## src/rtl/dose_alarm_scheduler_if.sv

```systemverilog
// Bundle between the dose alarm scheduler and its surroundings:
// front-panel Control, patient ROM and the display/buzzer side.
interface dose_alarm_scheduler_if #(
  parameter int MISS_WIDTH = 4
);
  logic [3:0]            ctrl_state;
  logic [7:0]            patient_id;
  logic [23:0]           current_time;
  logic                  ack;
  logic [7:0]            rom_addr;
  logic [23:0]           rom_data;
  logic                  loaded;
  logic                  busy;
  logic                  alarm;
  logic [2:0]            dose_index;
  logic [MISS_WIDTH-1:0] missed_count;

  // Environment side: Control, ROM and clock drive, display observes.
  modport master (
    output ctrl_state, patient_id, current_time, ack, rom_data,
    input  rom_addr, loaded, busy, alarm, dose_index, missed_count
  );

  // Scheduler side.
  modport slave (
    input  ctrl_state, patient_id, current_time, ack, rom_data,
    output rom_addr, loaded, busy, alarm, dose_index, missed_count
  );
endinterface

```

## src/rtl/dose_alarm_scheduler.sv

```systemverilog
// Dose alarm scheduler: loads a patient's dose times from ROM into a
// local table, then raises a held alarm when the live BCD time hits a
// valid slot. Doses falling due while an alarm is pending are counted.
//
//  state | meaning
//  IDLE  | table empty, waiting for a load command
//  FETCH | present rom_addr for the current slot
//  WAIT  | ROM latency countdown
//  STORE | capture rom_data into the current slot
//  READY | table complete, waiting for run (or reload)
//  RUN   | comparing live time against the table
module dose_alarm_scheduler #(
  parameter int NUM_DOSES   = 4,
  parameter int ROM_LATENCY = 2,
  parameter int MISS_WIDTH  = 4
) (
  input logic                  clk,
  input logic                  reset,
  dose_alarm_scheduler_if.slave bus
);

  localparam int IW = (NUM_DOSES > 1) ? $clog2(NUM_DOSES) : 1;
  localparam logic [IW-1:0] IDX_LAST = IW'(NUM_DOSES - 1);
  localparam logic [23:0] EMPTY_SLOT = 24'hFFFFFF;

  typedef enum logic [2:0] {IDLE, FETCH, WAIT, STORE, READY, RUN} stateType;

  stateType state, nextState;

  logic [23:0]           slotTime [NUM_DOSES];
  logic [NUM_DOSES-1:0]  slotValid;
  logic [IW-1:0]         idx;
  logic [7:0]            base;
  logic [2:0]            waitCnt;
  logic [23:0]           timePrev;
  logic [7:0]            romAddr;
  logic                  loadedReg, busyReg, alarmReg;
  logic [2:0]            doseIdx;
  logic [MISS_WIDTH-1:0] missedCount;

  logic          doClear, startLoad, issueAddr, storeSlot, lastSlot, runMatch;
  logic          newSec, hit;
  logic [IW-1:0] hitIdx;

  assign newSec = (bus.current_time != timePrev);

  // State register.
  always_ff @(posedge clk or posedge reset) begin
    if (reset) state <= IDLE;
    else       state <= nextState;
  end

  // Next-state decode; a clear command overrides everything.
  always_comb begin
    nextState = state;
    if (bus.ctrl_state == 4'd0) begin
      nextState = IDLE;
    end else begin
      case (state)
        IDLE:    if (bus.ctrl_state == 4'd2) nextState = FETCH;
        FETCH:   nextState = WAIT;
        WAIT:    if (waitCnt == 3'd0) nextState = STORE;
        STORE:   nextState = lastSlot ? READY : FETCH;
        READY: begin
          if (bus.ctrl_state == 4'd2)      nextState = FETCH;
          else if (bus.ctrl_state == 4'd3) nextState = RUN;
        end
        RUN:     nextState = RUN;
        default: nextState = IDLE;
      endcase
    end
  end

  // Per-state datapath strobes.
  always_comb begin
    doClear   = (bus.ctrl_state == 4'd0);
    lastSlot  = (idx == IDX_LAST);
    startLoad = !doClear && (state == IDLE || state == READY) && (bus.ctrl_state == 4'd2);
    issueAddr = !doClear && (state == FETCH);
    storeSlot = !doClear && (state == STORE);
    runMatch  = !doClear && (state == RUN) && newSec && hit;
  end

  // Lowest-numbered valid slot matching the live time.
  always_comb begin
    hit    = 1'b0;
    hitIdx = '0;
    for (int i = NUM_DOSES - 1; i >= 0; i--) begin
      if (slotValid[i] && (slotTime[i] == bus.current_time)) begin
        hit    = 1'b1;
        hitIdx = IW'(i);
      end
    end
  end

  // Datapath: table load, ROM addressing, alarm and missed-dose tracking.
  always_ff @(posedge clk or posedge reset) begin
    if (reset) begin
      for (int i = 0; i < NUM_DOSES; i++) slotTime[i] <= EMPTY_SLOT;
      slotValid   <= '0;
      idx         <= '0;
      base        <= '0;
      waitCnt     <= '0;
      timePrev    <= '0;
      romAddr     <= '0;
      loadedReg   <= 1'b0;
      busyReg     <= 1'b0;
      alarmReg    <= 1'b0;
      doseIdx     <= '0;
      missedCount <= '0;
    end else begin
      timePrev <= bus.current_time;
      if (doClear) begin
        slotValid   <= '0;
        idx         <= '0;
        loadedReg   <= 1'b0;
        busyReg     <= 1'b0;
        alarmReg    <= 1'b0;
        missedCount <= '0;
      end else begin
        if (startLoad) begin
          base <= 8'(bus.patient_id * NUM_DOSES);
          idx  <= '0;
        end
        if (issueAddr) begin
          romAddr   <= base + 8'(idx);
          busyReg   <= 1'b1;
          loadedReg <= 1'b0;
          waitCnt   <= 3'(ROM_LATENCY - 1);
        end
        if (state == WAIT && waitCnt != 3'd0) waitCnt <= waitCnt - 3'd1;
        if (storeSlot) begin
          slotTime[idx]  <= bus.rom_data;
          slotValid[idx] <= (bus.rom_data != EMPTY_SLOT);
          if (lastSlot) begin
            loadedReg <= 1'b1;
            busyReg   <= 1'b0;
          end else begin
            idx <= idx + 1'b1;
          end
        end
        // A match with a simultaneous ack re-arms on the new slot instead of counting a miss.
        if (runMatch) begin
          if (alarmReg && !bus.ack) begin
            if (missedCount != '1) missedCount <= missedCount + 1'b1;
          end else begin
            alarmReg <= 1'b1;
            doseIdx  <= 3'(hitIdx);
          end
        end else if (bus.ack) begin
          alarmReg <= 1'b0;
        end
      end
    end
  end

  assign bus.rom_addr     = romAddr;
  assign bus.loaded       = loadedReg;
  assign bus.busy         = busyReg;
  assign bus.alarm        = alarmReg;
  assign bus.dose_index   = doseIdx;
  assign bus.missed_count = missedCount;

endmodule
```

## src/flat_wrapper.sv

```systemverilog
// flat-port wrapper written by rule: the top's interface ports become plain ports
module dose_alarm_scheduler_flat 
#(
  parameter int NUM_DOSES   = 4,
  parameter int ROM_LATENCY = 2,
  parameter int MISS_WIDTH  = 4
)
  (clk, reset, bus_ctrl_state, bus_patient_id, bus_current_time, bus_ack, bus_rom_data, bus_rom_addr, bus_loaded, bus_busy, bus_alarm, bus_dose_index, bus_missed_count);
  dose_alarm_scheduler_if #(.MISS_WIDTH(MISS_WIDTH)) bus_i ();
  input logic clk;
  input logic reset;
  input wire logic [$bits(bus_i.ctrl_state)-1:0] bus_ctrl_state;
  input wire logic [$bits(bus_i.patient_id)-1:0] bus_patient_id;
  input wire logic [$bits(bus_i.current_time)-1:0] bus_current_time;
  input wire logic [$bits(bus_i.ack)-1:0] bus_ack;
  input wire logic [$bits(bus_i.rom_data)-1:0] bus_rom_data;
  output wire logic [$bits(bus_i.rom_addr)-1:0] bus_rom_addr;
  output wire logic [$bits(bus_i.loaded)-1:0] bus_loaded;
  output wire logic [$bits(bus_i.busy)-1:0] bus_busy;
  output wire logic [$bits(bus_i.alarm)-1:0] bus_alarm;
  output wire logic [$bits(bus_i.dose_index)-1:0] bus_dose_index;
  output wire logic [$bits(bus_i.missed_count)-1:0] bus_missed_count;
  assign bus_i.ctrl_state = bus_ctrl_state;
  assign bus_i.patient_id = bus_patient_id;
  assign bus_i.current_time = bus_current_time;
  assign bus_i.ack = bus_ack;
  assign bus_i.rom_data = bus_rom_data;
  assign bus_rom_addr = bus_i.rom_addr;
  assign bus_loaded = bus_i.loaded;
  assign bus_busy = bus_i.busy;
  assign bus_alarm = bus_i.alarm;
  assign bus_dose_index = bus_i.dose_index;
  assign bus_missed_count = bus_i.missed_count;
  dose_alarm_scheduler #(.NUM_DOSES(NUM_DOSES), .ROM_LATENCY(ROM_LATENCY), .MISS_WIDTH(MISS_WIDTH)) u_core (.clk(clk), .reset(reset), .bus(bus_i));
endmodule
```

## config.mk

```make
export PLATFORM = sky130hd
export DESIGN_NAME = dose_alarm_scheduler_flat
export DESIGN_NICKNAME = d
export VERILOG_FILES = /design/src/rtl/dose_alarm_scheduler_if.sv /design/src/rtl/dose_alarm_scheduler.sv /design/src/flat_wrapper.sv
export SDC_FILE = /design/constraint.sdc
export NUM_CORES = 1
export LEC_CHECK = 0
export BUFFER_PORTS_ARGS = -buffer_cell sky130_fd_sc_hd__buf_4
export CORE_UTILIZATION = 64
export CTS_CLUSTER_DIAMETER = 80
export CTS_CLUSTER_SIZE = 14
export DETAILED_ROUTE_END_ITERATION = 10
export MAX_ROUTING_LAYER = met4
export PLACE_DENSITY_LB_ADDON = 0.1
export SKIP_LAST_GASP = 1
export SLEW_MARGIN = 40
export SYNTH_ARGS = -nofsm -noshare
export SYNTH_HDL_FRONTEND = slang
export SYNTH_SLANG_ARGS = --single-unit
```

## constraint.sdc

```tcl
create_clock -name clk -period 13.2 [get_ports clk]
set_input_delay 0.66 -clock clk [delete_from_list [all_inputs] [get_ports clk]]
set_output_delay 0.66 -clock clk [all_outputs]
set_load 0.1 [all_outputs]
```

==> Yosys cells after proc, flatten, opt, wreduce, memory -nomap -nowiden <==
Index checks and enable logic that the tools add are counted.
{ "totals": {"regBits": 155, "input_bits": 63, "out_inout_bits": 18, "elab_cells": 127} }
{ "op_classes": {"addsub": 4, "order_cmp": 4, "eq_ne": 19, "muxes": 45, "bitwise_logic": 3, "reduce_logical": 36} }
{ "ops": {"columns": ["cell", "count"], "rows": [
  ["$bwmux W96", 1],
  ["$eq A24 B24 Y1", 4],
  ["$demux W24 S2", 1],
  ["$mux W24", 1],
  ["$mux W3", 8],
  ["$mux W4", 6],
  ["$ne A24 B24 Y1", 1],
  ["$ne A24 B24 Y1 const B", 1],
  ["$pmux W3 S6", 1],
  ["$mux W1", 17],
  ["$mux W2", 8],
  ["$logic_and A1 B1 Y1", 15],
  ["$reduce_and A2 Y1", 5],
  ["$reduce_bool A2 Y1", 5],
  ["$reduce_and A3 Y1", 3],
  ["$add A8 B2 Y8", 1],
  ["$eq A4 B2 Y1 const B", 2],
  ["$eq A3 B2 Y1 const B", 2],
  ["$eq A3 B3 Y1 const B", 2],
  ["$logic_not A3 Y1", 2],
  ["$ne A3 B1 Y1 const B", 2],
  ["$reduce_bool A3 Y1", 2],
  ["$add A4 B1 Y4 const B", 1],
  ["$bwmux W4", 1],
  ["other kinds (17)", 19]
]} }

==> Logic depth before layout (Yosys ltp) <==
{ "depth": {"word_depth": 9, "mapped_depth": 8, "mapped_depth_nobuf": 7} }

==> Least setup slack after synthesis <==
No wires, ideal clock.
{ "synth_path": {"kind": "input -> register", "start": "in bus_current_time[4]", "end": "reg u_core.doseIdx[0], in the netlist u_core.bus.dose_index[0]", "setup_ps": 125, "t_arrival_ps": 2055, "t_required_ps": 13075, "setup_slack_ps": 11020, "stages": 8, "n_path_buf": 1, "cell_sequence": "buf_2 xor2_1 nor4_1 nand4_1 o2111ai_2 nor2_2 nand2_2 mux2_4"} }
{ "synth_between": {"elab_chain_cells": 8, "elab_cells_between_ends": 20, "classes_between": "eq/ne: 5; mux: 8; reduce/logical: 7"} }
{ "synth_lines": {"columns": ["item", "line", "rtl"], "rows": [
  ["start, declared", "flat_wrapper.sv:14", "input wire logic [$bits(bus_i.current_time)-1:0] bus_current_time;"],
  ["$eq A24 B24 Y1", "dose_alarm_scheduler.sv:89", "if (slotValid[i] && (slotTime[i] == bus.current_time)) begin"],
  ["$logic_and A1 B1 Y1", "dose_alarm_scheduler.sv:89", null],
  ["$mux W1 (4 in series)", "dose_alarm_scheduler.sv:89", null],
  ["$logic_and A1 B1 Y1", "dose_alarm_scheduler.sv:81", "runMatch = !doClear && (state == RUN) && newSec && hit;"],
  ["$reduce_and A3 Y1 (no line)", null, null],
  ["end signal, assigned", "dose_alarm_scheduler.sv:148", "doseIdx <= 3'(hitIdx);"],
  ["end, declared", "dose_alarm_scheduler.sv:38", "logic [2:0] doseIdx;"]
]} }
Several ways; a longest one is shown, not always the timed one.
A chain may end at the register's enable or synchronous reset.

==> Worst setup path after layout <==
{ "layout_path": {"start": "reg u_core.slotTime[91] (netlist bit)", "end": "reg u_core.doseIdx[0], in the netlist u_core.bus.dose_index[0]"} }
{ "layout_between": {"elab_chain_cells": 5, "elab_cells_between_ends": 6, "classes_between": "eq/ne: 1; mux: 2; reduce/logical: 3"} }
{ "layout_lines": {"columns": ["item", "line", "rtl"], "rows": [
  ["start, declared", "dose_alarm_scheduler.sv:30", "logic [23:0] slotTime [NUM_DOSES];"],
  ["start signal, assigned by index", "dose_alarm_scheduler.sv:133", "slotTime[idx] <= bus.rom_data;"],
  ["$eq A24 B24 Y1 (*)", "dose_alarm_scheduler.sv:89", null],
  ["$logic_and A1 B1 Y1 (*)", "dose_alarm_scheduler.sv:89", null],
  ["$mux W1", "dose_alarm_scheduler.sv:89", null],
  ["$logic_and A1 B1 Y1", "dose_alarm_scheduler.sv:81", null],
  ["$reduce_and A3 Y1 (no line)", null, null]
]} }
Every way passes the cells marked *; elsewhere a longest branch is shown, timed or not.

==> metrics.txt <==
Crit Path Class reg -> reg; design area 8710 µm²; max_cap viols 0; Post-Route WL 16900 µm; fmax 0.408 GHz; Pre-Repair DR Iteration Count 10; Die Y 111 µm; clk buf depth 2; layout cells sized above 1 39.2%; TritonCTS clock tree yes; RR Endpoint u_core.bus.dose_index[0]; DP HPWL 11700 µm; # hold bufs at CTS 0; Slowest Stage Delay on Critical Path 0.60 ns; crit path time final 2.45 ns; register area share after synthesis 52.1%; die width 111 µm; antenna cell count 0; H-tree Lvls 4; TNS Setup 0 ns; Final Power 1.96 mW; post-synth cell types 47; slew of the pin with the lowest slew margin 0.708 ns; outcome complete, but fails checks; Final Max Slew Viols 0; Root Buffer clkbuf_16; Row Count 39; Clk Latency, worst-skew pair 0.42 ns; initial antenna violation count 0; r2r setup slk 10.75 ns; Cell Area, Synth 7670 µm²; # nets final 713; Synthesized Nets 653; failing checks DRC; # setup viols final 0; CP max-delay cell nor4_1; Die ar. 12400 µm²; Port-buffer cells 77; RePlAce Congestion 0.830; Post-synth ARST share 100%; Clk pin slew, worst setup/hold paths 0.06 ns; placed cells 767; Post-CTS Setup Bufs 0; number of synthesized flops with an enable pin 0; initial core utilization 66.3%; routed vias 4763; vias per inst 5.96; clock skew 0.00737 ns; Avg WL per Cell 21.2 µm; Core ar. 11600 µm²; Mapped Cells 583; CTS buffer count 17; first-pass GRT wire length 26600 µm; mean post-synth cell area 13.2 µm²; #FFs+latches synth 155; io pins 81; CTS resizes 0; CTS sink count 155; Hold Crit Class in -> async; leak pwr 3.75 nW; commonest register cell after synthesis dfstp_2; WP data arrival 2.76 ns; Synth warnings 0; Crit. End Element register; Startpoint Class register; RR Startpoint u_core.slotTime[91]; pwr dens 225 nW/µm²; worst vdd ir 0.188 mV; largest net degree at the start of global routing 91; Final ANT Viol Nets 0; GR Overflow Total 0; Initial DRC Count 290; crit path max fanout 6; Syn-to-layout area delta 13.5%; Max-slew headroom 52.4%; worst reg2reg path depth 7; Fin. Hold Viols 0; gr usage total 29.8%; Place WS 10.49 ns; unrepaired setup endpoints after global routing false; placed cell area 8120 µm²; Critical Path RT 13.51 ns; CP dominant cell by count nand4_1; Layout Cells excl Fill 799; fraction of the cycle the final worst path needs 18.6%; CP cell instances xnor2_2, nand4_1, nor4_1, nand4_1, nand4_2, nand2_2, mux2_4; drc violations 6; setup ws final 10.75 ns; number of global-route vias before repair 4968
through the flow:
step	hold WS [ns]	utilization [%]
after floorplan	0.444	-
after global placement	0.461	70.2
after detailed placement	0.483	70.2
after CTS	0.402	75.2
after global routing	0.371	75.3
final	0.310	75.3
synthesized netlist by cell type (all sizes together) (6+ instances only):
cell   number  area, µm²
buf        35        312
nand4      24        156
xor2       69        604
xnor2      54        503
inv         9       33.8
dfstp      96       2520
o21ai       6       30.0
ha          7       87.6
dfrtp      59       1480
nor4       19        125
a21oi      14       70.1
nor3       10       50.1
nand2      24        125
mux2      109       1230
nor2       12       55.1
power breakdown:
group	switching, mW	total [mW]	internal, mW
sequential	0.125	0.875	0.750
combinational	0.338	0.606	0.268
clock	0.183	0.476	0.294
cells by family (layout without fill, tap and decap cells):
kind of cell             Yosys count  in the layout  synth area share (%)
AO/OA/AOI/OAI                     34             34                  3.13
XOR/XNOR                         123            123                  14.4
adder cells (fa/ha/maj)            7              7                  1.14
buffers and inverters             47            120                  4.65
flip-flops                       155            155                  52.1
multiplexers                     113            113                  16.6
other                              1              1                0.0489
AND/OR/NAND/NOR                  103            103                  7.88
routing by layer:
metal	routed length (µm)	share of wire, %	global-route usage (%)	vias up
li1	-	-	-	2135
met5	0	0	-	-
met1	7650	45	39.8	2463
met3	754	4.5	6.42	28
met4	353	2.1	10.5	0
met2	8170	48	45.4	137
cells in the final DEF (no fill, tap or decap), types with 6 or more instances in the layout:
cell,n
dfstp_2,96
buf_4,78
mux2_1,72
xor2_1,69
dfrtp_1,59
xnor2_1,50
mux2_2,36
nand4_1,23
nand2_1,18
nor4_1,18
clkbuf_16,18
a21oi_1,14
nor3_1,10
nor2_1,10
inv_1,8
ha_1,7
o21ai_0,6
clkbuf_1,6
registers in the layout (all words and copies together), names as in the netlist:
name / cells
u_core.bus.dose_index: 2
u_core.bus.busy: 1
u_core.slotValid: 4
u_core.waitCnt: 3
u_core.bus.missed_count: 4
u_core.bus.rom_addr: 8
u_core.bus.alarm: 1
u_core.base: 6
u_core.timePrev: 24
u_core.idx: 2
u_core.slotTime: 96
u_core.state: 3
u_core.bus.loaded: 1
area by class of cell:
class / count / area [µm²]
multi-input cells: 381 / 3310
clock buffers: 25 / 487
well taps: 143 / 179
repair buffers: 79 / 597
inverters: 9 / 41.3
flip-flops and latches: 155 / 4000
fillers: 763 / 2860
clock inverters: 7 / 88.8
how the worst max path moves through the flow:
stage	startpoint	end	slack, ns	cells after the start
after global placement	bus_current_time[20]	u_core.bus.dose_index[0]	10.47	8
after detailed placement	bus_current_time[20]	u_core.bus.dose_index[0]	10.49	8
final	u_core.slotTime[91]	u_core.bus.dose_index[0]	10.75	7
after CTS	u_core.slotTime[35]	u_core.bus.dose_index[0]	10.86	7
after global routing	u_core.slotTime[92]	u_core.bus.dose_index[0]	10.67	7
after floorplan	reset	u_core.base[2]	8.52	1
worst max-delay path: cells and delay by family, from the launching register on:
family	cells	cell delay, ns
and+or+nand+nor	5	1.38
xor gates and xnor gates	1	0.11
DFF	1	0.55
muxes	1	0.29
No activity file was read; power rests on OpenSTA's default activity.
